File: config.mk
export PLATFORM = sky130hd
export DESIGN_NAME = gray_stream_converter
export DESIGN_NICKNAME = d
export VERILOG_FILES = /design/src/rtl/gray_stream_pkg.sv /design/src/rtl/gray_stream_converter_stage.sv /design/src/rtl/gray_stream_converter.sv
export SDC_FILE = /design/constraint.sdc
export NUM_CORES = 1
export LEC_CHECK = 0
export CORE_ASPECT_RATIO = 1.75
export CORE_MARGIN = 10
export CORE_UTILIZATION = 30
export DETAILED_ROUTE_END_ITERATION = 16
export GPL_TIMING_DRIVEN = 0
export HOLD_SLACK_MARGIN = 0.06
export PLACE_DENSITY = 0.5
export SETUP_SLACK_MARGIN = 0.4
export SYNTH_ARGS = -nofsm -noshare
export SYNTH_HDL_FRONTEND = slang
export SYNTH_SLANG_ARGS = --single-unit
File: constraint.sdc
create_clock -name clk -period 5.3 [get_ports clk]
set_input_delay 1.59 -clock clk [delete_from_list [all_inputs] [get_ports clk]]
set_output_delay 1.59 -clock clk [all_outputs]
set_load 0.02 [all_outputs]
File: src/rtl/gray_stream_pkg.sv
// Shared types and helpers for the binary/Gray stream converter.
// Payload words are carried MAX_W wide; the converter uses the low WIDTH bits.
package gray_stream_pkg;
   localparam int MAX_W = 64;
   localparam int PC_W  = $clog2(MAX_W + 1);

   localparam logic MODE_B2G = 1'b0;
   localparam logic MODE_G2B = 1'b1;

   // partial is the running prefix-XOR carried out of the last resolved slice
   typedef struct packed {
      logic [MAX_W-1:0] data;
      logic             mode;
      logic             err;
      logic             partial;
   } stage_pl_t;

   function automatic logic [MAX_W-1:0] bin2gray(input logic [MAX_W-1:0] b);
      return b ^ (b >> 1);
   endfunction

   function automatic logic [PC_W-1:0] popcount(input logic [MAX_W-1:0] v);
      logic [PC_W-1:0] n;
      n = '0;
      for (int i = 0; i < MAX_W; i++) n = n + PC_W'(v[i]);
      return n;
   endfunction
endpackage

File: src/rtl/gray_stream_converter_stage.sv
// One pipeline register with valid/ready; in Gray->binary mode it resolves
// bits HI..LO of the prefix-XOR using the carry from the stage above.
module gray_pipe_stage
   import gray_stream_pkg::*;
#(
   parameter int HI = 0,
   parameter int LO = 0
) (
   input  logic      clk,
   input  logic      rst,
   input  logic      in_valid,
   output logic      in_ready,
   input  stage_pl_t in_pl,
   output logic      out_valid,
   input  logic      out_ready,
   output stage_pl_t out_pl
);
   logic      vld_q, vld_d, load;
   stage_pl_t pl_q, pl_d, conv;

   always_comb begin
      conv = in_pl;
      if (in_pl.mode == MODE_G2B) begin
         for (int i = HI; i >= LO; i--) begin
            conv.partial = conv.partial ^ in_pl.data[i];
            conv.data[i] = conv.partial;
         end
      end
   end

   assign load     = !vld_q || out_ready;
   assign in_ready = load;

   always_comb begin
      vld_d = load ? in_valid : vld_q;
      pl_d  = (load && in_valid) ? conv : pl_q;
   end

   always_ff @(posedge clk) begin
      if (rst) begin
         vld_q <= 1'b0;
         pl_q  <= '0;
      end else begin
         vld_q <= vld_d;
         pl_q  <= pl_d;
      end
   end

   assign out_valid = vld_q;
   assign out_pl    = pl_q;
endmodule

File: src/rtl/gray_stream_converter.sv
// Pipelined binary<->Gray converter with valid/ready streams and a
// Gray-adjacency checker for CDC pointer streams (WIDTH up to 63).
module gray_stream_converter
   import gray_stream_pkg::*;
#(
   parameter int WIDTH     = 8,
   parameter int STAGES    = 2,
   parameter int ERR_CNT_W = 16
) (
   input  logic                 clk,
   input  logic                 rst,
   input  logic                 in_valid,
   output logic                 in_ready,
   input  logic [WIDTH-1:0]     in_data,
   input  logic                 in_mode,
   output logic                 out_valid,
   input  logic                 out_ready,
   output logic [WIDTH-1:0]     out_data,
   output logic                 out_mode,
   output logic                 out_adj_err,
   output logic [ERR_CNT_W-1:0] err_count
);
   localparam int SL = (WIDTH + STAGES - 1) / STAGES;

   wire [STAGES:0] vld_pipe, rdy_pipe;
   wire stage_pl_t pl_pipe [STAGES+1];

   stage_pl_t            st0_pl;
   logic                 in_xfer, adj_err;
   logic [WIDTH-1:0]     prev_gray_q, prev_gray_d;
   logic                 prev_vld_q, prev_vld_d;
   logic [ERR_CNT_W-1:0] err_cnt_q, err_cnt_d;
   logic                 unused_bits;

   assign in_ready     = rdy_pipe[0] && !rst;
   assign in_xfer      = in_valid && in_ready;
   assign vld_pipe[0]  = in_valid && !rst;
   assign rdy_pipe[STAGES] = out_ready;
   assign pl_pipe[0]   = st0_pl;

   always_comb begin
      adj_err = (in_mode == MODE_G2B) && prev_vld_q &&
                (popcount(MAX_W'(in_data ^ prev_gray_q)) > PC_W'(1));
      st0_pl      = '0;
      st0_pl.mode = in_mode;
      st0_pl.err  = adj_err;
      st0_pl.data = (in_mode == MODE_B2G) ? bin2gray(MAX_W'(in_data)) : MAX_W'(in_data);
   end

   // A binary word breaks the Gray history, so the next Gray word is unchecked
   always_comb begin
      prev_gray_d = prev_gray_q;
      prev_vld_d  = prev_vld_q;
      if (in_xfer) begin
         if (in_mode == MODE_G2B) begin
            prev_gray_d = in_data;
            prev_vld_d  = 1'b1;
         end else begin
            prev_vld_d  = 1'b0;
         end
      end
   end

   for (genvar k = 0; k < STAGES; k++) begin : g_stage
      localparam int HI = WIDTH - 1 - k * SL;
      localparam int LO = (HI - SL + 1 < 0) ? 0 : HI - SL + 1;
      gray_pipe_stage #(.HI(HI), .LO(LO)) u_stage (
         .clk       (clk),
         .rst       (rst),
         .in_valid  (vld_pipe[k]),
         .in_ready  (rdy_pipe[k]),
         .in_pl     (pl_pipe[k]),
         .out_valid (vld_pipe[k+1]),
         .out_ready (rdy_pipe[k+1]),
         .out_pl    (pl_pipe[k+1])
      );
   end

   assign out_valid   = vld_pipe[STAGES] && !rst;
   assign out_data    = pl_pipe[STAGES].data[WIDTH-1:0];
   assign out_mode    = pl_pipe[STAGES].mode;
   assign out_adj_err = pl_pipe[STAGES].err;
   assign unused_bits = ^{pl_pipe[STAGES].data[MAX_W-1:WIDTH], pl_pipe[STAGES].partial};

   always_comb begin
      err_cnt_d = err_cnt_q;
      if (out_valid && out_ready && out_adj_err && !(&err_cnt_q))
         err_cnt_d = err_cnt_q + ERR_CNT_W'(1);
   end

   always_ff @(posedge clk) begin
      if (rst) begin
         prev_gray_q <= '0;
         prev_vld_q  <= 1'b0;
         err_cnt_q   <= '0;
      end else begin
         prev_gray_q <= prev_gray_d;
         prev_vld_q  <= prev_vld_d;
         err_cnt_q   <= err_cnt_d;
      end
   end

   assign err_count = err_cnt_q;
endmodule

# [Word-level counts from Yosys, hierarchy flattened]
# Cells that the tools add are included.
[totals] register_bits=48 input_bits=13 output_inout_bits=28 word_cells=110
[classes] n_addsub=64 magnitude_cmp=1 muxes=5 bitwise=9 reduce_logical=19
[ops] cell="adder 7 x 1 -> 7 bit, second input constant" n=56
[ops] cell="adder 16 x 1 -> 16 bit, second input constant" n=1
[ops] cell="AND reduction 16 bit" n=1
[ops] cell="logical AND 1 bit" n=11
[ops] cell="2-to-1 mux 8 bit" n=1
[ops] cell="XOR 8 x 7 -> 8 bit" n=1
[ops] cell="XOR 8 bit" n=1
[ops] cell="adder 6 x 1 -> 7 bit" n=1
[ops] cell="adder 7 x 1 -> 7 bit" n=1
[ops] cell="> comparator 7 x 1 -> 1 bit, second input constant" n=1
[ops] cell="XOR 1 bit" n=7
[ops] cell="adder 5 x 1 -> 6 bit" n=1
[ops] cell="adder 4 x 1 -> 5 bit" n=1
[ops] cell="adder 3 x 1 -> 4 bit" n=1
[ops] cell="logical NOT 1 bit" n=4
[ops] cell="2-to-1 mux 4 bit" n=1
[ops] cell="adder 2 x 1 -> 3 bit" n=1
[ops] cell="2-to-1 mux 3 bit" n=1
[ops] cell="adder 1 x 1 -> 2 bit" n=1
[ops] cell="logical OR 1 bit" n=2
[ops] cell="2-to-1 mux 1 bit" n=2
[ops] cell="AND reduction 2 bit" n=1

# [Depth between registers and ports, before layout]
# Gate-level depths: netlist of run 1.
[depth] word_depth=66 ltp_mapped=14 depth_no_buf=14

# [By module]
# From an unflattened synthesis of run 1, not the netlist that was laid out.
[unflattened] cells_unflattened=799 area_unflattened_um2=6429.9
[modules_own_cells] module="gray_pipe_stage" instances=2 cells_per_inst=308 area_per_inst_um2=2448.6 seq_area_each_um2=1361.3
[modules_own_cells] module="gray_stream_converter" instances=1 cells_per_inst=183 area_per_inst_um2=1532.7 seq_area_each_um2=500.5

# [Worst setup path after synthesis of run 1]
# Ideal clock, no wire load.
[synth_timing] path_type="in2reg" start="input port in_data[0]" end="register g_stage[0].u_stage.pl_q (netlist bit g_stage[0].u_stage.out_pl[1])" setup_time_ps=70 arrival_ps=4643 required_time_ps=5230 path_slack_ps=586 stages=14 n_path_buf=0 cell_sequence="xnor2_1 -> fa_1 -> inv_1 -> fa_1 -> inv_1 -> fa_1 -> inv_1 -> ha_1 -> inv_1 -> fa_1 -> nor2b_1 -> a31o_2 -> a211o_1 -> a21oi_1"
[synth_via] elab_chain_len=66
[synth_lines] element="from (decl)" line_no="gray_stream_converter.sv:14" text="input logic [WIDTH-1:0] in_data,"
[synth_lines] element="XOR 8 bit" line_no="gray_stream_converter.sv:43" text="(popcount(MAX_W'(in_data ^ prev_gray_q)) > PC_W'(1));"
[synth_lines] element="adder 1 x 1 -> 2 bit" line_no="gray_stream_pkg.sv:25" text="for (int i = 0; i < MAX_W; i++) n = n + PC_W'(v[i]);"
[synth_lines] element="adder 2 x 1 -> 3 bit" line_no="gray_stream_pkg.sv:25"
[synth_lines] element="adder 3 x 1 -> 4 bit" line_no="gray_stream_pkg.sv:25"
[synth_lines] element="adder 4 x 1 -> 5 bit" line_no="gray_stream_pkg.sv:25"
[synth_lines] element="adder 5 x 1 -> 6 bit" line_no="gray_stream_pkg.sv:25"
[synth_lines] element="adder 6 x 1 -> 7 bit" line_no="gray_stream_pkg.sv:25"
[synth_lines] element="adder 7 x 1 -> 7 bit (57 in a row)" line_no="gray_stream_pkg.sv:25"
[synth_lines] element="> comparator 7 x 1 -> 1 bit" line_no="gray_stream_converter.sv:43"
[synth_lines] element="logical AND 1 bit" line_no="gray_stream_converter.sv:42" text="adj_err = (in_mode == MODE_G2B) && prev_vld_q &&"
[synth_lines] element="to (signal assigned)" line_no="gray_stream_converter_stage.sv:45" text="pl_q <= pl_d;"
[synth_lines] element="to (decl)" line_no="gray_stream_converter_stage.sv:19" text="stage_pl_t pl_q, pl_d, conv;"
# No other way between the ends.
# A chain may end at the register's enable or synchronous reset.

# [Final worst setup path of run 1]
# Same ends and word-level chain as after synthesis.

==> results.yml, run 1 <==
floorplanning:
  die_x_um: 88.1
  start_util: 0.308
  rows: 43
  ios: 41
  dieArea_um2: 12300
  die_h_um: 139
  core_area_um2: 7910
drt:
  drc: 0
  viasPerCell: 5.12
  ant_nets: 0
  vias: 2079
  wirelength_um: 6030
  drtPass1Iterations: 4
  drtIter0Drc: 83
  wire_per_inst_um: 14.9
critical_path:
  cp-start-kind: "input port"
  cp_max_fo: 3
  critPathKind: "input port to flip-flop"
  crit_required_ps: 5520
  arrival_ps: 4930
  crit_path_end_kind: "flip-flop"
sta:
  rsz0062_at_grt: "no"
  min_period_over_period: 0.888
  max_freq_mhz: 212
  maxSlewViolCount: 0
  worstMarginPinSlew_ps: 604
  setup_viol: 0
  fin_crit_ps: 4710
  fin_skew_ps: 2.83
  finalHoldViolations: 0
  max-slew-margin-rel: 0.596
yosys:
  synth_flop_cell: "dfxtp_1"
  synth.most_common_cell: "dfxtp_1"
  synth_common_cells: "dfxtp_1, nand2_1, nor2_1, a21oi_1"
  netlist_area_um2: 2430
  yosys.area.top_type: "dfxtp_1"
  syn_inst: 273
  syn_avg_cell_area_um2: 8.92
  yosysUniqueCellTypes: 46
  synthesis.nets: 294
  synth-seq-cells: 48
  yosysSeqAreaShare: 0.395
  synth_area_leaders: "dfxtp_1, xnor2_1, mux2i_1"
  synthArstFlopShare: 0
  synth.top_cell.area_share: 0.395
  synth_edf_count: 0
  ys.warnings.count: 0
cts:
  cts_sinks: 48
  cts_tree: "yes"
  cts-root-buf: "clkbuf_16"
  worstSkewPairLatency_ps: 290
  clockBufferDepth: 2
  cts_buffers: 5
  path_clk_slew_ps: 60
  hold_buffers: 0
  post_cts_buffers: 0
  h-tree-depth: 2
pwr:
  ir_drop_mv: 0.140
  switching_share: 0.261
  powerDensity_nw_per_um2: 267
  p_sw_mw: 0.214
  p_leak_nw: 1.15
  pwr-share-seq: 0.468
  intPower_mw: 0.605
  comb_power_share: 0.170
  p_clk_frac: 0.362
finish:
  area_growth_pct: 26.1
  antenna_cells: 0
  drive_gt1_frac: 0.0854
  final_util: 0.388
  nets: 339
  stdcell_area_um2: 3070
global_route:
  grt_start_max_net_pins: 13
  grt_pass1_wl_um: 9760
  antenna_found_initial: 0
  grt_usage: 0.0995
  grt_pass1_vias: 2030
  overflow: 0
placement:
  gp_congestion: 0.775
  numPortBuffers: 38
  placed_area_um2: 2930
  place.detailed.hpwl_um: 4690
flow_run:
  maxCapViolCount: 0
status:
  status: "complete, no violations"
worst_hold_path:
  hp-class: "flip-flop to flip-flop"
==> kinds of logic (layout without fill, tap and decap cells) <==
| family | Yosys count | count (layout) | share of synthesized area |
|---|---|---|---|
| XOR/XNOR | 24 | 24 | 0.0863 |
| multiplexers | 12 | 12 | 0.0498 |
| flip-flops | 48 | 48 | 0.395 |
| buffers and inverters | 29 | 72 | 0.0498 |
| AND/OR/NAND/NOR | 99 | 99 | 0.216 |
| AO/OA/AOI/OAI | 53 | 53 | 0.150 |
| adder cells (fa/ha/maj) | 8 | 8 | 0.0534 |
==> sequential cells by signal, indices dropped and copies added (netlist names) <==
signal / flops
err_count: 16
g_stage.u_stage.out_pl: 21
g_stage.u_stage.out_valid: 2
prev_gray_q: 8
prev_vld_q: 1
==> layout by cell type (no fill, tap or decap), types with 4 or more instances in the layout <==
cell | Yosys | layout
nand4_1 | 4 | 4
clkbuf_16 | 0 | 5
o31ai_1 | 6 | 6
mux2i_1 | 11 | 11
clkdlybuf4s50_1 | 0 | 35
a21oi_1 | 21 | 20
clkbuf_1 | 10 | 10
nor3_1 | 4 | 4
xor2_1 | 9 | 9
dfxtp_1 | 48 | 48
nand3_1 | 10 | 10
inv_1 | 15 | 15
or3_1 | 4 | 4
nand2_1 | 28 | 28
or4_1 | 6 | 6
nor2b_1 | 9 | 9
nor2_1 | 23 | 23
xnor2_1 | 15 | 12
a31o_2 | 4 | 4
o21ai_0 | 6 | 6
==> worst paths after layout <==
path / from / endpoint / slack [ps] / depth (start not counted)
min reg2reg: g_stage[0].u_stage.out_pl[7] / g_stage[1].u_stage.out_pl[7] / 460 / 2
max reg2reg: prev_gray_q[0] / g_stage[0].u_stage.out_pl[1] / 1700 / 14
min: g_stage[0].u_stage.out_pl[7] / g_stage[1].u_stage.out_pl[7] / 460 / 2
max: in_data[0] / g_stage[0].u_stage.out_pl[1] / 590 / 15
==> per-layer routing <==
metal,wire length [um],up-vias,track usage
met5,0,-,0
met4,131,0,0.0440
met3,350,10,0.0259
met2,3190,44,0.180
met1,2360,986,0.101
li1,-,1039,-
==> repair_timing <==
item                                   4_1_cts  5_1_grt
pin swaps                                    0        1
gates resized for setup                      5       10
endpoints found under the hold margin        0        0
setup endpoints to repair                    1        1
cloned                                       0        0
==> through the flow <==
stage	total power, mW	hold slack (ps)	worst slack (ps)	TNS, ps	std cells
floorplan	0.486	432	586	0	273
global placement	0.527	444	-104	-104	401
detailed placement	0.530	451	-131	-131	401
CTS	0.830	460	408	0	406
global route	0.863	479	444	0	406
finish	0.819	456	592	0	406
==> power groups by stage <==
stage / sequential (mW) / combinational, mW / clock, mW
after floorplan: 0.393 / 0.0931 / 0
after global placement: 0.391 / 0.136 / 0
after detailed placement: 0.391 / 0.139 / 0
after CTS: 0.383 / 0.139 / 0.308
after global routing: 0.384 / 0.160 / 0.318
final: 0.383 / 0.139 / 0.296
==> final cells by class <==
class,count,area (um^2)
Timing Repair Buffer,38,365
Clock buffer,5,125
Fill cell,813,4840
Multi-Input combinational cell,196,1380
Sequential cell,48,961
Tap cell,90,113
Buffer,14,65.1
Inverter,15,56.3
==> worst max-delay path: stages <==
cell and delay (ps):
clkbuf_2 120, xnor2_2 160, fa_1 540, inv_1 60, fa_1 530, inv_1 50, fa_1 480, inv_1 80
ha_2 170, inv_1 50, fa_2 330, nor2b_1 130, a31o_2 210, a211o_1 300, a21oi_2 110
No activity file was read; power rests on OpenSTA's default activity.
==> inputs of run 2 (changes only) <==
- CORE_UTILIZATION: 30 -> 53
- PLACE_DENSITY: 0.5 -> 0.8
==> run 2 against run 1 <==
Against the previous run: worst hold slack about the same; die area decreased by 36%; non-clock buffer count stayed put; highest routed layer unchanged; via count is 1.6% higher; critical endpoint unchanged; final area down 2.0%; register-to-register slack got worse by 30 ps; critical path depth unchanged; largest power group unchanged; worst setup slack better by 11 ps; utilization is 29 points higher; first-iteration DRC count is 52% higher.
==> results.yml, run 2 (synthesis gave the netlist of run 1 again) <==
sta:
  setup_viol: 0
  rsz0062_at_grt: "no"
  hold_ws_ps: 457
  setup_slack_ps: 603
  max-slew-margin-rel: 0.601
  worstMarginPinSlew_ps: 596
  finalHoldViolations: 0
  fin_skew_ps: 5.99
  maxSlewViolCount: 0
  fin_crit_ps: 4700
  max_freq_mhz: 213
  min_period_over_period: 0.886
cts:
  clockBufferDepth: 2
  hold_buffers: 0
  h-tree-depth: 2
  cts_resized: 5
  cts_sinks: 48
  path_clk_slew_ps: 80
  cts-root-buf: "clkbuf_8"
  cts_tree: "yes"
  cts_buffers: 5
  worstSkewPairLatency_ps: 300
  post_cts_buffers: 0
global_route:
  grt_pass1_wl_um: 9440
  grt_usage: 0.145
  overflow: 0
  grt_pass1_vias: 2098
  antenna_found_initial: 0
  grt_start_max_net_pins: 15
floorplanning:
  ios: 41
  die_h_um: 110
  rows: 32
  die_x_um: 71.2
  core_area_um2: 4440
  start_util: 0.548
  dieArea_um2: 7810
finish:
  final_cell_mix: "dfxtp_1, clkdlybuf4s50_1, nand2_1, nor2_1, a21oi_1"
  drive_gt1_frac: 0.0786
  antenna_cells: 0
  layout.cells.non_filler: 369
  mostFrequentLayoutCell: "dfxtp_1"
  nets: 339
  area_growth_pct: 23.5
  final_util: 0.677
  largest_register_ffs: 21
worst_hold_path:
  hp-class: "flip-flop to flip-flop"
critical_path:
  crit_path_end_kind: "flip-flop"
  path_buf_inv: 5
  critPathLaunch: "in_data[0]"
  cp_slowest_cell: "fa_1"
  endpoint: "g_stage[0].u_stage.out_pl[1]"
  arrival_ps: 4930
  r2r_slack_ps: 1670
  worstReg2RegStart: "prev_gray_q[0]"
  cp_top_family: "adder cells"
  cp-start-kind: "input port"
  r2r_cells: 14
  critPathKind: "input port to flip-flop"
  cp_cell_sequence: "clkbuf_2 > xnor2_2 > fa_1 > inv_1 > fa_1 > inv_1 > fa_1 > inv_1 > ha_1 > inv_1 > fa_1 > nor2b_1 > a31o_2 > a211o_1 > a21oi_1"
  max_stage_delay_ps: 540
  crit_cells: 15
  r2r-end: "g_stage[0].u_stage.out_pl[1]"
  crit_required_ps: 5530
  cp_max_fo: 3
pwr:
  p_leak_nw: 1.15
  ir_drop_mv: 0.213
  powerDensity_nw_per_um2: 274
  totalPowerFinal_mw: 0.823
drt:
  drtIter0Drc: 126
  ant_nets: 0
  wirelength_um: 5530
  viasPerCell: 5.72
  vias: 2112
  drc: 0
  drtPass1Iterations: 4
  wire_per_inst_um: 15.0
flow_run:
  maxCapViolCount: 0
placement:
  numPortBuffers: 38
  place.detailed.hpwl_um: 4260
  dp_cells: 362
  preCtsSetupSlack_ps: -109
  gp_congestion: 0.835
status:
  status: "complete, no violations"
run 2: changes by cell type in the layout (fill, tap and decap cells not counted):
cell and change:
xnor2_2 -1, fa_2 -1, fa_1 +1, ha_1 +1, clkbuf_16 -5, a21oi_1 +1
xnor2_1 +1, a21oi_2 -1, clkbuf_8 +5, ha_2 -1, bufinv_16 +2
run 2: worst min path at each step:
stage	start	end	slack (ps)	cells after the start
after floorplan	g_stage[0].u_stage.out_pl[10]	g_stage[1].u_stage.out_pl[10]	430	2
after global placement	g_stage[0].u_stage.out_pl[7]	g_stage[1].u_stage.out_pl[7]	440	2
after detailed placement	g_stage[0].u_stage.out_pl[7]	g_stage[1].u_stage.out_pl[7]	440	2
after CTS	g_stage[0].u_stage.out_pl[7]	g_stage[1].u_stage.out_pl[7]	460	2
after global routing	g_stage[1].u_stage.out_pl[2]	g_stage[1].u_stage.out_pl[2]	480	2
final	g_stage[0].u_stage.out_pl[7]	g_stage[1].u_stage.out_pl[7]	460	2
run 2: worst reg2reg max path, cell delays in order, from the launching register on:
cell and delay [ps]:
dfxtp_1 340, xnor2_2 160, fa_1 530, inv_1 60, fa_1 540, inv_1 60
fa_1 470, inv_1 70, ha_1 150, inv_1 50, fa_1 370, nor2b_1 140
a31o_2 210, a211o_1 280, a21oi_1 110
run 2: area by class of cell:
cell class	instances	area (um^2)
Clock inverter	2	60.1
Tap cell	51	63.8
Sequential cell	48	961
Clock buffer	5	68.8
Timing Repair Buffer	38	365
Fill cell	362	1440
Inverter	15	56.3
Multi-Input combinational cell	196	1370
Buffer	14	65.1
run 2: power breakdown:
part	switching, mW	leakage, nW	internal [mW]
Combinational	0.0737	0.695	0.0620
Sequential	0.00893	0.391	0.374
Clock	0.119	0.0642	0.186
run 2: stage by stage:
step / TNS [ps] / cell area (um^2)
2_1_floorplan: 0 / 2430
3_3_place_gp: -19.9 / 2880
3_5_place_dp: -109 / 2880
4_1_cts: 0 / 3020
5_1_grt: 0 / 3010
6_report: 0 / 3010
run 2: routing by layer:
layer | routed length, um | share of wire | track usage
met1 | 2010 | 0.36 | 0.142
met3 | 312 | 0.056 | 0.0379
met5 | 0 | 0 | 0
met4 | 112 | 0.020 | 0.0639
met2 | 3100 | 0.56 | 0.275
